### config.mk
export PLATFORM = sky130hd
export DESIGN_NAME = m_render_ctrl
export DESIGN_NICKNAME = d
export VERILOG_FILES = /design/src/rtl/render_pkg.sv /design/src/rtl/m_render_ctrl.sv
export SDC_FILE = /design/constraint.sdc
export NUM_CORES = 1
export LEC_CHECK = 0
export BUFFER_PORTS_ARGS = -buffer_cell sky130_fd_sc_hd__buf_4
export CORE_MARGIN = 1
export CORE_UTILIZATION = 47
export CTS_CLUSTER_SIZE = 40
export DETAILED_ROUTE_END_ITERATION = 8
export MAX_ROUTING_LAYER = met4
export PLACE_DENSITY = 0.87
export SYNTH_ARGS = -nofsm -noshare
export SYNTH_HDL_FRONTEND = slang
export SYNTH_SLANG_ARGS = --single-unit
export TNS_END_PERCENT = 5
### constraint.sdc
create_clock -name clock -period 2.87 [get_ports clock]
set_input_delay 0.1435 -clock clock [delete_from_list [all_inputs] [get_ports clock]]
set_output_delay 0.1435 -clock clock [all_outputs]
set_load 0.02 [all_outputs]
### src/rtl/render_pkg.sv
// Shared constants for the full-screen renderers and the render sequencer.
package render_pkg;

  localparam int SCR_GREETING  = 0;
  localparam int SCR_GAME_OVER = 1;
  localparam int SCR_WIN       = 2;
  localparam int SCR_PLAY      = 3;

  localparam int SCREEN_W = 160;
  localparam int SCREEN_H = 120;
  localparam int PIXELS   = SCREEN_W * SCREEN_H;

  typedef enum logic [1:0] {
    IDLE  = 2'd0,
    START = 2'd1,
    RUN   = 2'd2,
    DONE  = 2'd3
  } state_t;

endpackage

### src/rtl/m_render_ctrl.sv
// Render sequencer: enables one full-screen renderer per request and forwards
// its pixel stream to the VGA adapter with a qualified, registered plot strobe.
module m_render_ctrl #(
  parameter int NUM_SRC = 4,
  parameter int PIXELS  = render_pkg::PIXELS,
  parameter int TIMEOUT = 20480
) (
  input  logic                  clock,
  input  logic                  reset,
  input  logic                  req_valid,
  input  logic [1:0]            req_screen,
  output logic                  req_ready,
  output logic [NUM_SRC-1:0]    src_enable,
  input  logic [NUM_SRC-1:0]    src_finished,
  input  logic [8*NUM_SRC-1:0]  src_x,
  input  logic [7*NUM_SRC-1:0]  src_y,
  input  logic [12*NUM_SRC-1:0] src_color,
  output logic [7:0]            VGA_X,
  output logic [6:0]            VGA_Y,
  output logic [11:0]           VGA_COLOR,
  output logic                  VGA_PLOT,
  output logic                  busy,
  output logic                  done,
  output logic                  err
);
  import render_pkg::*;

  localparam int SEL_W = (NUM_SRC > 1) ? $clog2(NUM_SRC) : 1;
  // A watchdog shorter than one full frame would abort every screen.
  localparam int WD_MAX = (TIMEOUT > PIXELS + 2) ? TIMEOUT : PIXELS + 3;
  localparam int WD_W   = $clog2(WD_MAX + 1);
  localparam logic [WD_W-1:0] WD_LAST = WD_W'(WD_MAX - 1);

  state_t            state;
  logic [SEL_W-1:0]  sel;
  logic              en_q;
  logic [WD_W-1:0]   wdog;

  logic              fin_sel;
  logic              pix_valid;
  logic              id_ok;
  logic [7:0]        mux_x;
  logic [6:0]        mux_y;
  logic [11:0]       mux_color;

  always_comb begin
    // NOTE: every always_comb output gets a default first so no path leaves it
    // unassigned, which would otherwise infer a latch.
    src_enable = '0;
    fin_sel    = src_finished[sel];
    mux_x      = src_x[8*sel +: 8];
    mux_y      = src_y[7*sel +: 7];
    mux_color  = src_color[12*sel +: 12];
    id_ok      = (32'(req_screen) < NUM_SRC);
    // Enable drops the same cycle finished is seen so the renderer never restarts.
    if ((state == START || state == RUN) && !fin_sel) src_enable[sel] = 1'b1;
    pix_valid  = en_q && (state == RUN) && !fin_sel;
  end

  assign req_ready = (state == IDLE);
  assign busy      = (state != IDLE);

  always_ff @(posedge clock or posedge reset) begin
    if (reset) begin
      state <= IDLE;
      sel   <= '0;
      en_q  <= 1'b0;
      wdog  <= '0;
      done  <= 1'b0;
      err   <= 1'b0;
    end else begin
      // NOTE: state registers use non-blocking assignments so every flop
      // samples pre-edge values regardless of statement order.
      done <= 1'b0;
      err  <= 1'b0;
      en_q <= src_enable[sel];
      case (state)
        IDLE: begin
          if (req_valid) begin
            if (id_ok) begin
              sel   <= SEL_W'(req_screen);
              state <= START;
            end else begin
              err <= 1'b1;
            end
          end
        end
        START: begin
          wdog  <= '0;
          state <= RUN;
        end
        RUN: begin
          if (fin_sel) begin
            done  <= 1'b1;
            state <= DONE;
          end else if (wdog == WD_LAST) begin
            err   <= 1'b1;
            state <= DONE;
          end else begin
            wdog <= wdog + 1'b1;
          end
        end
        DONE: begin
          if (!fin_sel) state <= IDLE;
        end
        default: state <= IDLE;
      endcase
    end
  end

  // Pixel register: one cycle behind the renderer; coordinates hold outside RUN.
  always_ff @(posedge clock or posedge reset) begin
    if (reset) begin
      VGA_X     <= '0;
      VGA_Y     <= '0;
      VGA_COLOR <= '0;
      VGA_PLOT  <= 1'b0;
    end else begin
      VGA_PLOT <= pix_valid;
      if (state == RUN) begin
        VGA_X     <= mux_x;
        VGA_Y     <= mux_y;
        VGA_COLOR <= mux_color;
      end
    end
  end

endmodule

==> results.py, run 1 <==
metrics = {
    "clock_tree": {
        "inserted_clock_buffers": 5,
        "cts_hold_repair.buffers": 1,
        "clock-sinks": 50,
        "htree_num_levels": 2,
        "cts_max_path_buffers": 2,
        "clock-root-buffer": "sky130_fd_sc_hd__clkbuf_8",
        "tritoncts_clock_tree": "done",
        "cts.repair_timing.setup_buffer_count": 0,
        "cts-resized-gates": 0,
        "clk-insertion-delay-late_ns": 0.31,
        "cts.reportedPaths.clkPinSlew_ns": 0.09,
    },
    "synth": {
        "ys_warn_count": 0,
        "synth.ff_latch_count": 50,
        "distinct_cell_type_count_of_the_synthesized_netlist": 49,
        "avgSynthCellArea_um2": 12.9,
        "synth_edf_count": 0,
        "syn-num-nets": 365,
        "synthFlopType": "sky130_fd_sc_hd__dfrtp_1",
        "synthesis.area_um2": 3110,
        "seq_area_frac_synth": 0.402,
        "synth-async-reset-ratio": 1.00,
        "postSynthCellCount": 242,
    },
    "detailed_routing": {
        "drtAntennaViolNets": 0,
        "detailroute.via_count": 2735,
        "drtIter0Drc": 267,
        "post_drt_via_cell_ratio": 5.82,
        "iteration_count_of_the_initial_detailed_routing_pass": 5,
        "wire_length_per_cell_um": 17.3,
        "wl_mm": 8.15,
        "route.detailed.drc": 0,
    },
    "place": {
        "buffer_ports.inserted": 152,
        "place.detailed.hpwl_mm": 6.52,
        "post-place-ws_ns": 0.704,
        "placed_area_um2": 4320,
        "place.gp.congestion": 0.840,
    },
    "worst_setup_path": {
        "timing.critical_path.cells": "ha_1, nand4_4, or4_4, and4_4, a211o_1",
        "rrSetupSlack_ns": 0.69,
        "crit_path_required_time_ns": 3.07,
        "critical_path.max_stage_delay_ns": 0.71,
        "crit_type": "reg2reg",
        "critPathArrivalTime_ns": 2.37,
        "cp-start-kind": "flop",
        "reg2reg_from": "wdog[0]",
        "crit_path_top_delay_cell": "sky130_fd_sc_hd__or4_4",
        "r2r_end": "wdog[14]",
        "critPathMaxFanout": 18,
        "worst_setup_path_end_kind": "flop",
        "worstRegToRegCells": 5,
    },
    "grt": {
        "grt_pass1_wl_mm": 13.9,
        "gr-total-overflow": 0,
        "grt_max_degree": 33,
        "track_usage": 0.258,
        "number_of_antenna_violations_at_the_first_check_in_global_routing": 0,
        "grt_pass1_vias": 2944,
    },
    "min_path": {
        "timing.hold.worst.class": "in2reg",
        "timing.hold.worst_path_depth": 2,
        "hold_crit_start": "req_screen[1]",
        "timing.hold.worst_endpoint": "sel[1]",
    },
    "power_and_ir_drop": {
        "power.density_cell_area_nw_per_um2": 906,
        "worst_ir_drop_vdd_v": 0.000629,
        "leakagePower_nw": 2.04,
    },
    "sta": {
        "clock.fmax_ghz": 0.459,
        "relSlewSlack": 0.580,
        "final.setup.worst_slack_ns": 0.694,
        "final-hold-violation-count": 0,
        "setup_total_negative_slack_ns": 0,
        "drv_slew": 0,
        "final_skew_ns": 0.00926,
        "grt_setup_unrepaired": "no",
        "final_critical_path_time_including_i_o_delays_and_setup_ns": 2.18,
        "finalCritPeriodShare": 0.758,
        "max_slew.worst_pin.slew_ns": 0.629,
        "finalSetupViolations": 0,
    },
    "die": {
        "num_rows": 29,
        "fp.dieW_um": 83.4,
        "die_height_um": 83.4,
        "pin_count": 153,
        "die_area_um2": 6960,
        "start_util": 0.488,
        "core_area_um2": 6390,
    },
    "cells_and_area": {
        "num-fill-cells": 476,
        "multiInputGateArea_um2": 1760,
        "antenna_cells_inserted": 0,
        "final_layout_size_suffix_gt1_frac": 0.608,
        "nNetsFinal": 515,
        "final-seq-area_um2": 1250,
        "post-route-util": 0.695,
        "final_cell_area_um2": 4440,
        "area.growth.synth_to_final_pct": 42.5,
    },
    "job": {
        "timing.max_cap.violations": 0,
    },
    "status": {
        "run_status": "complete, no violations",
    },
}
## critical path: cells and delay by family, from the launching register on
family | cells | cell delay [ns]
and+or+nand+nor | 3 | 1.12
adders and majority gates | 1 | 0.28
AOI/OAI and AO/OA | 1 | 0.26
DFF | 1 | 0.41
## kinds of logic (layout without fill, tap and decap cells)
group,count (synthesis),after routing,synth area share
compound gates,30,30,0.0767
fa+ha+maj,6,6,0.0241
buf+inv,22,173,0.0329
flops,50,50,0.402
mux,62,62,0.325
simple gates,72,72,0.139
## final cells by class
class,count,share of cell area
Clock buffer,5,0.0155
Clock inverter,3,0.00902
Inverter,6,0.00508
Multi-Input combinational cell,170,0.397
Sequential cell,50,0.282
Tap cell,77,0.0217
Timing Repair Buffer,159,0.270
## per-layer routing
layer / GRT usage / share of wire
met3: 0.0586 / 0.067
met2: 0.436 / 0.52
met4: 0.0831 / 0.020
met5: - / 0
met1: 0.307 / 0.39
## per-stage QoR
stage	power, mW	instances	hold slack (ns)
floorplan	2.76	242	0.294
global placement	3.48	461	0.273
detailed placement	3.56	461	0.272
CTS	4.05	470	0.0580
global route	4.27	470	0.0584
finish	4.02	470	0.0597
## power by group
part | internal [mW] | total, mW | switching [mW]
clock | 0.257 | 0.492 | 0.235
combinational | 1.25 | 2.38 | 1.13
sequential | 0.970 | 1.14 | 0.175
total | 2.47 | 4.02 | 1.54
## worst max-delay path by stage
stage          startpoint        to  cells after the start
5_1_grt           wdog[1]  wdog[14]                      5
6_report          wdog[0]  wdog[14]                      5
4_1_cts           wdog[0]  wdog[14]                      5
3_5_place_dp      wdog[0]  wdog[14]                      5
3_3_place_gp      wdog[0]  wdog[14]                      5
2_1_floorplan     wdog[0]  wdog[14]                      6
## cell usage after synthesis (2+ instances only)
| cell | count | area [um2] |
|---|---|---|
| sky130_fd_sc_hd__and4_1 | 2 | 17.5 |
| sky130_fd_sc_hd__o21ai_0 | 5 | 25.0 |
| sky130_fd_sc_hd__clkbuf_1 | 8 | 30.0 |
| sky130_fd_sc_hd__and2_1 | 2 | 12.5 |
| sky130_fd_sc_hd__mux4_2 | 28 | 631 |
| sky130_fd_sc_hd__dfrtp_1 | 50 | 1250 |
| sky130_fd_sc_hd__nor2_1 | 7 | 26.3 |
| sky130_fd_sc_hd__ha_1 | 6 | 75.1 |
| sky130_fd_sc_hd__inv_1 | 6 | 22.5 |
| sky130_fd_sc_hd__a31oi_1 | 5 | 31.3 |
| sky130_fd_sc_hd__or4_1 | 2 | 15.0 |
| sky130_fd_sc_hd__a221o_1 | 2 | 20.0 |
| sky130_fd_sc_hd__nor3_1 | 10 | 50.1 |
| sky130_fd_sc_hd__nand3_1 | 12 | 60.1 |
| sky130_fd_sc_hd__buf_6 | 2 | 22.5 |
| sky130_fd_sc_hd__buf_1 | 2 | 7.51 |
| sky130_fd_sc_hd__nand2b_1 | 2 | 12.5 |
| sky130_fd_sc_hd__a31o_2 | 2 | 17.5 |
| sky130_fd_sc_hd__nor2b_1 | 5 | 31.3 |
| sky130_fd_sc_hd__o211ai_1 | 2 | 15.0 |
| sky130_fd_sc_hd__o311ai_0 | 2 | 17.5 |
| sky130_fd_sc_hd__nand2_1 | 15 | 56.3 |
| sky130_fd_sc_hd__nor3b_1 | 2 | 15.0 |
| sky130_fd_sc_hd__mux2_2 | 33 | 372 |
| sky130_fd_sc_hd__buf_2 | 4 | 20.0 |
| sky130_fd_sc_hd__a211o_1 | 3 | 26.3 |
## placed cells by master, fill, tap and decap left out, types with 3 or more instances in the layout
master	instances
sky130_fd_sc_hd__mux2_2	33
sky130_fd_sc_hd__inv_1	5
sky130_fd_sc_hd__nand3_1	12
sky130_fd_sc_hd__clkbuf_8	5
sky130_fd_sc_hd__a211o_1	3
sky130_fd_sc_hd__nand2_1	15
sky130_fd_sc_hd__nor2b_1	5
sky130_fd_sc_hd__ha_1	6
sky130_fd_sc_hd__a31oi_1	5
sky130_fd_sc_hd__nor3_1	10
sky130_fd_sc_hd__o21ai_0	5
sky130_fd_sc_hd__nor2_1	7
sky130_fd_sc_hd__buf_4	158
sky130_fd_sc_hd__dfrtp_1	49
sky130_fd_sc_hd__mux4_2	28
## registers in the layout (all words and copies together) (netlist names)
signal and count:
err 1, wdog 15, sel 2, VGA_COLOR 12, en_q 1, VGA_Y 7, VGA_PLOT 1, VGA_X 8
state 2, done 1
(Power assumes the default switching activity.)
==> run 2: changes to the inputs <==
ABC_AREA = 1   (was default)
CORE_UTILIZATION = 46   (was 47)
PLACE_DENSITY = 0.86   (was 0.87)
clock period = 2.25 ns   (was 2.87 ns; I/O delays follow)
==> results.py, run 2 <==
metrics = {
    "cells_and_area": {
        "most-common-layout-cells": "sky130_fd_sc_hd__nand2_1, sky130_fd_sc_hd__buf_4, sky130_fd_sc_hd__dfrtp_1",
        "largest-register": "wdog",
        "antenna_cells_inserted": 0,
        "nNetsFinal": 697,
        "biggestRegsByFlops": "wdog: 15 flops, VGA_COLOR: 12 flops, VGA_X: 8 flops",
        "largest_register_ffs": 15,
        "final_layout_size_suffix_gt1_frac": 0.322,
        "area.growth.synth_to_final_pct": 44.2,
        "leading_cell_type_in_the_layout_fill_and_taps_excluded": "sky130_fd_sc_hd__nand2_1",
    },
    "grt": {
        "gr-total-overflow": 0,
        "grt_max_degree": 51,
        "track_usage": 0.281,
        "grt_pass1_vias": 3509,
        "grt_pass1_wl_mm": 15.4,
        "number_of_antenna_violations_at_the_first_check_in_global_routing": 0,
    },
    "synth": {
        "synthMostInstantiatedCell": "sky130_fd_sc_hd__nand2_1",
        "post-synth-top-area-fraction": 0.415,
        "synth_edf_count": 0,
        "postSynthCellCount": 425,
        "post_synth_main_area_contributors": "sky130_fd_sc_hd__dfrtp_1, sky130_fd_sc_hd__nand2_1, sky130_fd_sc_hd__nand3_1",
        "seq_area_frac_synth": 0.415,
        "synthFlopType": "sky130_fd_sc_hd__dfrtp_1",
        "syn-num-nets": 548,
        "ys_warn_count": 0,
        "avgSynthCellArea_um2": 7.10,
        "cell_taking_the_most_area_after_synthesis": "sky130_fd_sc_hd__dfrtp_1",
        "synthesis.area_um2": 3020,
        "synth-async-reset-ratio": 1.00,
        "distinct_cell_type_count_of_the_synthesized_netlist": 27,
        "synth.top_cells.by_count": "sky130_fd_sc_hd__nand2_1, sky130_fd_sc_hd__dfrtp_1, sky130_fd_sc_hd__nor2_1",
        "synth.ff_latch_count": 50,
    },
    "worst_setup_path": {
        "cp-start-kind": "flop",
        "worst_setup_path_end_kind": "primary output",
        "crit_path_required_time_ns": 2.14,
        "worstRegToRegCells": 10,
        "timing.critical_path.from": "sel[0]",
        "r2r_end": "wdog[7]",
        "rrSetupSlack_ns": 0.50,
        "critPathMaxFanout": 9,
        "critPathArrivalTime_ns": 1.75,
        "crit_type": "reg2out",
        "reg2reg_from": "wdog[0]",
    },
    "sta": {
        "final_skew_ns": 0.00899,
        "finalCritPeriodShare": 0.826,
        "finalSetupViolations": 0,
        "relSlewSlack": 0.552,
        "drv_slew": 0,
        "final_critical_path_time_including_i_o_delays_and_setup_ns": 1.86,
        "grt_setup_unrepaired": "no",
        "max_slew.worst_pin.slew_ns": 0.670,
        "setup_total_negative_slack_ns": 0,
        "clock.fmax_ghz": 0.538,
        "hold_slack_ns": 0.0622,
        "final-hold-violation-count": 0,
    },
    "place": {
        "buffer_ports.inserted": 152,
        "place.detailed.hpwl_mm": 6.80,
        "place.gp.congestion": 0.924,
    },
    "power_and_ir_drop": {
        "worst_ir_drop_vdd_v": 0.000699,
        "leakagePower_nw": 2.26,
        "p_switching_mw": 2.35,
        "p_int_mw": 2.60,
        "swShare": 0.474,
        "power_frac_clock": 0.111,
        "combPwrFrac": 0.597,
        "power.density_cell_area_nw_per_um2": 1140,
        "seqPwrFrac": 0.292,
    },
    "die": {
        "fp.dieW_um": 83.0,
        "die_area_um2": 6880,
        "pin_count": 153,
        "core_area_um2": 6350,
        "die_height_um": 83.0,
        "start_util": 0.475,
        "num_rows": 29,
    },
    "clock_tree": {
        "clk-insertion-delay-late_ns": 0.30,
        "clock-sinks": 50,
        "inserted_clock_buffers": 5,
        "cts-resized-gates": 0,
        "cts_hold_repair.buffers": 1,
        "clock-root-buffer": "sky130_fd_sc_hd__clkbuf_8",
        "htree_num_levels": 2,
        "cts.repair_timing.setup_buffer_count": 0,
        "cts.reportedPaths.clkPinSlew_ns": 0.09,
        "tritoncts_clock_tree": "done",
        "cts_max_path_buffers": 2,
    },
    "detailed_routing": {
        "drtIter0Drc": 340,
        "post_drt_via_cell_ratio": 5.29,
        "iteration_count_of_the_initial_detailed_routing_pass": 4,
        "detailroute.via_count": 3446,
        "drtAntennaViolNets": 0,
        "wl_mm": 8.92,
        "wire_length_per_cell_um": 13.7,
        "route.detailed.drc": 0,
    },
    "min_path": {
        "timing.hold.worst.class": "in2reg",
        "timing.hold.worst_path_depth": 3,
        "timing.hold.worst_endpoint": "sel[0]",
        "hold_crit_start": "req_screen[0]",
    },
    "status": {
        "run_status": "complete, no violations",
    },
    "job": {
        "timing.max_cap.violations": 0,
    },
}
==> run 2: worst max-delay path by stage <==
| stage | to |
|---|---|
| 2_1_floorplan | wdog[14] |
| 3_3_place_gp | VGA_COLOR[6] |
| 3_5_place_dp | wdog[4] |
| 4_1_cts | src_enable[1] |
| 5_1_grt | src_enable[1] |
| 6_report | src_enable[1] |
==> run 2: per-stage QoR <==
step | total power, mW | cell area (um2) | std cells | utilization | setup slack, ns
6_report | 4.95 | 4350 | 652 | 0.685 | 0.391
5_1_grt | 5.35 | 4350 | 652 | 0.685 | 0.220
4_1_cts | 4.98 | 4350 | 652 | 0.685 | 0.370
3_5_place_dp | 4.42 | 4240 | 643 | 0.668 | 0.525
3_3_place_gp | 4.34 | 4240 | 643 | 0.668 | 0.595
2_1_floorplan | 3.29 | 3020 | 425 | - | 0.788
==> run 2: cell families (layout without fill, tap and decap cells) <==
family / count (synthesis) / in the layout / share of synthesized area
simple gates: 285 / 285 / 0.393
flops: 50 / 50 / 0.415
compound gates: 40 / 40 / 0.0905
buf+inv: 37 / 187 / 0.0568
xor+xnor: 7 / 7 / 0.0203
fa+ha+maj: 6 / 6 / 0.0249
==> run 2: metal layers <==
layer  global-route usage  share of wire  up-vias
met1                0.329           0.41     1612
met3               0.0656          0.065       28
met5                    -              0        -
li1                     -              -     1674
met4                0.121          0.032        0
met2                0.463           0.49      132
==> run 2: area by class of cell <==
type	count	area, um2
Timing Repair Buffer	162	1240
Multi-Input combinational cell	338	1600
Inverter	17	63.8
Tap cell	77	96.3
Fill cell	507	2000
Clock inverter	2	16.3
Sequential cell	50	1250
Clock buffer	6	82.6
==> run 2: worst max-delay path: stages, from the launching register on <==
cell	delay, ns
sky130_fd_sc_hd__dfrtp_1	0.56
sky130_fd_sc_hd__inv_2	0.12
sky130_fd_sc_hd__nand3_1	0.09
sky130_fd_sc_hd__nand2_1	0.06
sky130_fd_sc_hd__nor2_2	0.14
sky130_fd_sc_hd__nand2_1	0.11
sky130_fd_sc_hd__inv_1	0.12
sky130_fd_sc_hd__nand2_1	0.06
sky130_fd_sc_hd__inv_1	0.06
sky130_fd_sc_hd__buf_4	0.13
==> run 2: power by group through the flow <==
stage	Clock (mW)	Combinational, mW	Sequential [mW]
floorplan	0	1.59	1.70
global placement	0	2.90	1.44
detailed placement	0	2.97	1.45
CTS	0.567	2.98	1.44
global route	0.608	3.25	1.49
finish	0.551	2.96	1.45
==> run 3: changes to the inputs <==
clock period = 1.9 ns   (was 2.25 ns; I/O delays follow)
==> results.py, run 3 (synthesis results as in run 2) <==
metrics = {
    "cells_and_area": {
        "final_layout_size_suffix_gt1_frac": 0.331,
        "leading_cell_type_in_the_layout_fill_and_taps_excluded": "sky130_fd_sc_hd__nand2_1",
        "final_cell_area_um2": 4400,
        "area.growth.synth_to_final_pct": 45.9,
        "nNetsFinal": 702,
        "largest_register_ffs": 15,
        "post-route-util": 0.693,
        "num-fill-cells": 513,
        "biggestRegsByFlops": "wdog: 15 flops, VGA_COLOR: 12 flops, VGA_X: 8 flops",
        "antenna_cells_inserted": 0,
        "largest-register": "wdog",
        "most-common-layout-cells": "sky130_fd_sc_hd__nand2_1, sky130_fd_sc_hd__buf_4, sky130_fd_sc_hd__dfrtp_1",
    },
    "sta": {
        "setup_total_negative_slack_ns": 0,
        "max_slew.worst_pin.slew_ns": 0.645,
        "final.setup.worst_slack_ns": 0.104,
        "relSlewSlack": 0.569,
        "clock.fmax_ghz": 0.557,
        "finalCritPeriodShare": 0.945,
        "final_critical_path_time_including_i_o_delays_and_setup_ns": 1.80,
        "finalSetupViolations": 0,
        "final-hold-violation-count": 0,
        "drv_slew": 0,
        "final_skew_ns": 0.00922,
    },
    "detailed_routing": {
        "route.detailed.drc": 0,
        "iteration_count_of_the_initial_detailed_routing_pass": 5,
        "wl_mm": 9.35,
        "wire_length_per_cell_um": 14.2,
        "detailroute.via_count": 3538,
        "drtIter0Drc": 237,
        "drtAntennaViolNets": 0,
        "post_drt_via_cell_ratio": 5.39,
    },
    "clock_tree": {
        "inserted_clock_buffers": 5,
        "clk-insertion-delay-late_ns": 0.30,
        "clock-root-buffer": "sky130_fd_sc_hd__clkbuf_8",
        "cts_max_path_buffers": 2,
        "clock-sinks": 50,
        "cts.repair_timing.setup_buffer_count": 0,
        "cts.reportedPaths.clkPinSlew_ns": 0.09,
        "tritoncts_clock_tree": "done",
        "htree_num_levels": 2,
    },
    "grt": {
        "gr-total-overflow": 0,
        "grt_pass1_vias": 3542,
        "track_usage": 0.289,
        "grt_pass1_wl_mm": 15.8,
        "number_of_antenna_violations_at_the_first_check_in_global_routing": 0,
        "grt_max_degree": 32,
    },
    "die": {
        "core_area_um2": 6350,
        "die_area_um2": 6880,
        "die_height_um": 83.0,
        "pin_count": 153,
        "num_rows": 29,
        "start_util": 0.475,
        "fp.dieW_um": 83.0,
    },
    "worst_setup_path": {
        "endpoint": "src_enable[2]",
        "rrSetupSlack_ns": 0.16,
        "critPathMaxFanout": 8,
        "cp-start-kind": "flop",
        "crit_type": "reg2out",
        "crit_path_required_time_ns": 1.80,
        "crit_path_top_delay_cell": "sky130_fd_sc_hd__dfrtp_1",
        "r2r_end": "wdog[14]",
        "reg2reg_from": "state[0]",
        "critical_path.max_stage_delay_ns": 0.35,
        "worst_setup_path_end_kind": "primary output",
        "timing.critical_path.cells": "buf_4, inv_2, nand3_1, nand2_1, nor2_2, nand2_2, nor3_1, buf_4",
        "worst_path_most_repeated_cell": "sky130_fd_sc_hd__buf_4",
        "critPathArrivalTime_ns": 1.70,
        "timing.critical_path.from": "sel[0]",
        "worstRegToRegCells": 7,
    },
    "power_and_ir_drop": {
        "power.density_cell_area_nw_per_um2": 1380,
        "worst_ir_drop_vdd_v": 0.000747,
        "leakagePower_nw": 2.28,
    },
    "place": {
        "buffer_ports.inserted": 152,
        "placed_area_um2": 4270,
        "place.gp.congestion": 0.920,
        "post-place-ws_ns": 0.193,
        "place.detailed.hpwl_mm": 7.13,
    },
    "job": {
        "timing.max_cap.violations": 0,
    },
    "status": {
        "run_status": "complete, no violations",
    },
    "min_path": {
        "timing.hold.worst.class": "in2reg",
    },
}
==> run 3: layout make-up <==
cell class	count	area, um2	share of cell area
clock buffer	5	68.8	0.0156
clock inverter	3	45.0	0.0102
inverter	17	63.8	0.0145
multi-input combinational	338	1610	0.365
sequential	50	1250	0.284
tap	77	96.3	0.0219
timing repair buffer	167	1270	0.288
==> run 3: per-stage QoR <==
step	instances	hold slack, ns	power (mW)
finish	657	0.0606	6.06
global route	657	0.0654	6.51
CTS	657	0.0485	6.05
detailed placement	648	0.233	5.28
global placement	648	0.221	5.19
floorplan	425	0.254	3.90
==> run 3: report_power, final <==
part           internal (mW)  total, mW  switching [mW]
combinational           1.38       3.62            2.24
clock                  0.392      0.747           0.355
sequential              1.45       1.69           0.243
total                   3.22       6.06            2.84
==> run 3: metal layers <==
layer | track usage | wire, um | vias to the layer above
li1 | - | - | 1687
met1 | 0.347 | 3750 | 1645
met2 | 0.490 | 4590 | 181
met3 | 0.0586 | 743 | 25
met4 | 0.0925 | 264 | 0
met5 | - | 0 | -
==> run 3: critical path, delay by kind of cell (launching register included) <==
kind	cells	cell delay (ns)
AND/OR/NAND/NOR	5	0.63
buffers and inverters	3	0.42
flip-flops	1	0.35
==> run 3: worst min path at each step <==
stage | depth (start not counted) | endpoint | from
after floorplan | 2 | sel[0] | req_screen[0]
after global placement | 2 | wdog[6] | reset
after detailed placement | 2 | wdog[14] | reset
after CTS | 3 | sel[1] | req_screen[1]
after global routing | 3 | VGA_COLOR[1] | src_color[13]
final | 3 | sel[1] | req_screen[1]
==> run 3: what timing repair did <==
action / in CTS / in global routing
gates resized for setup: 0 / 3
endpoints found under the setup margin: 0 / 4
hold endpoints to repair: 29 / 0
hold buffers: 1 / 0
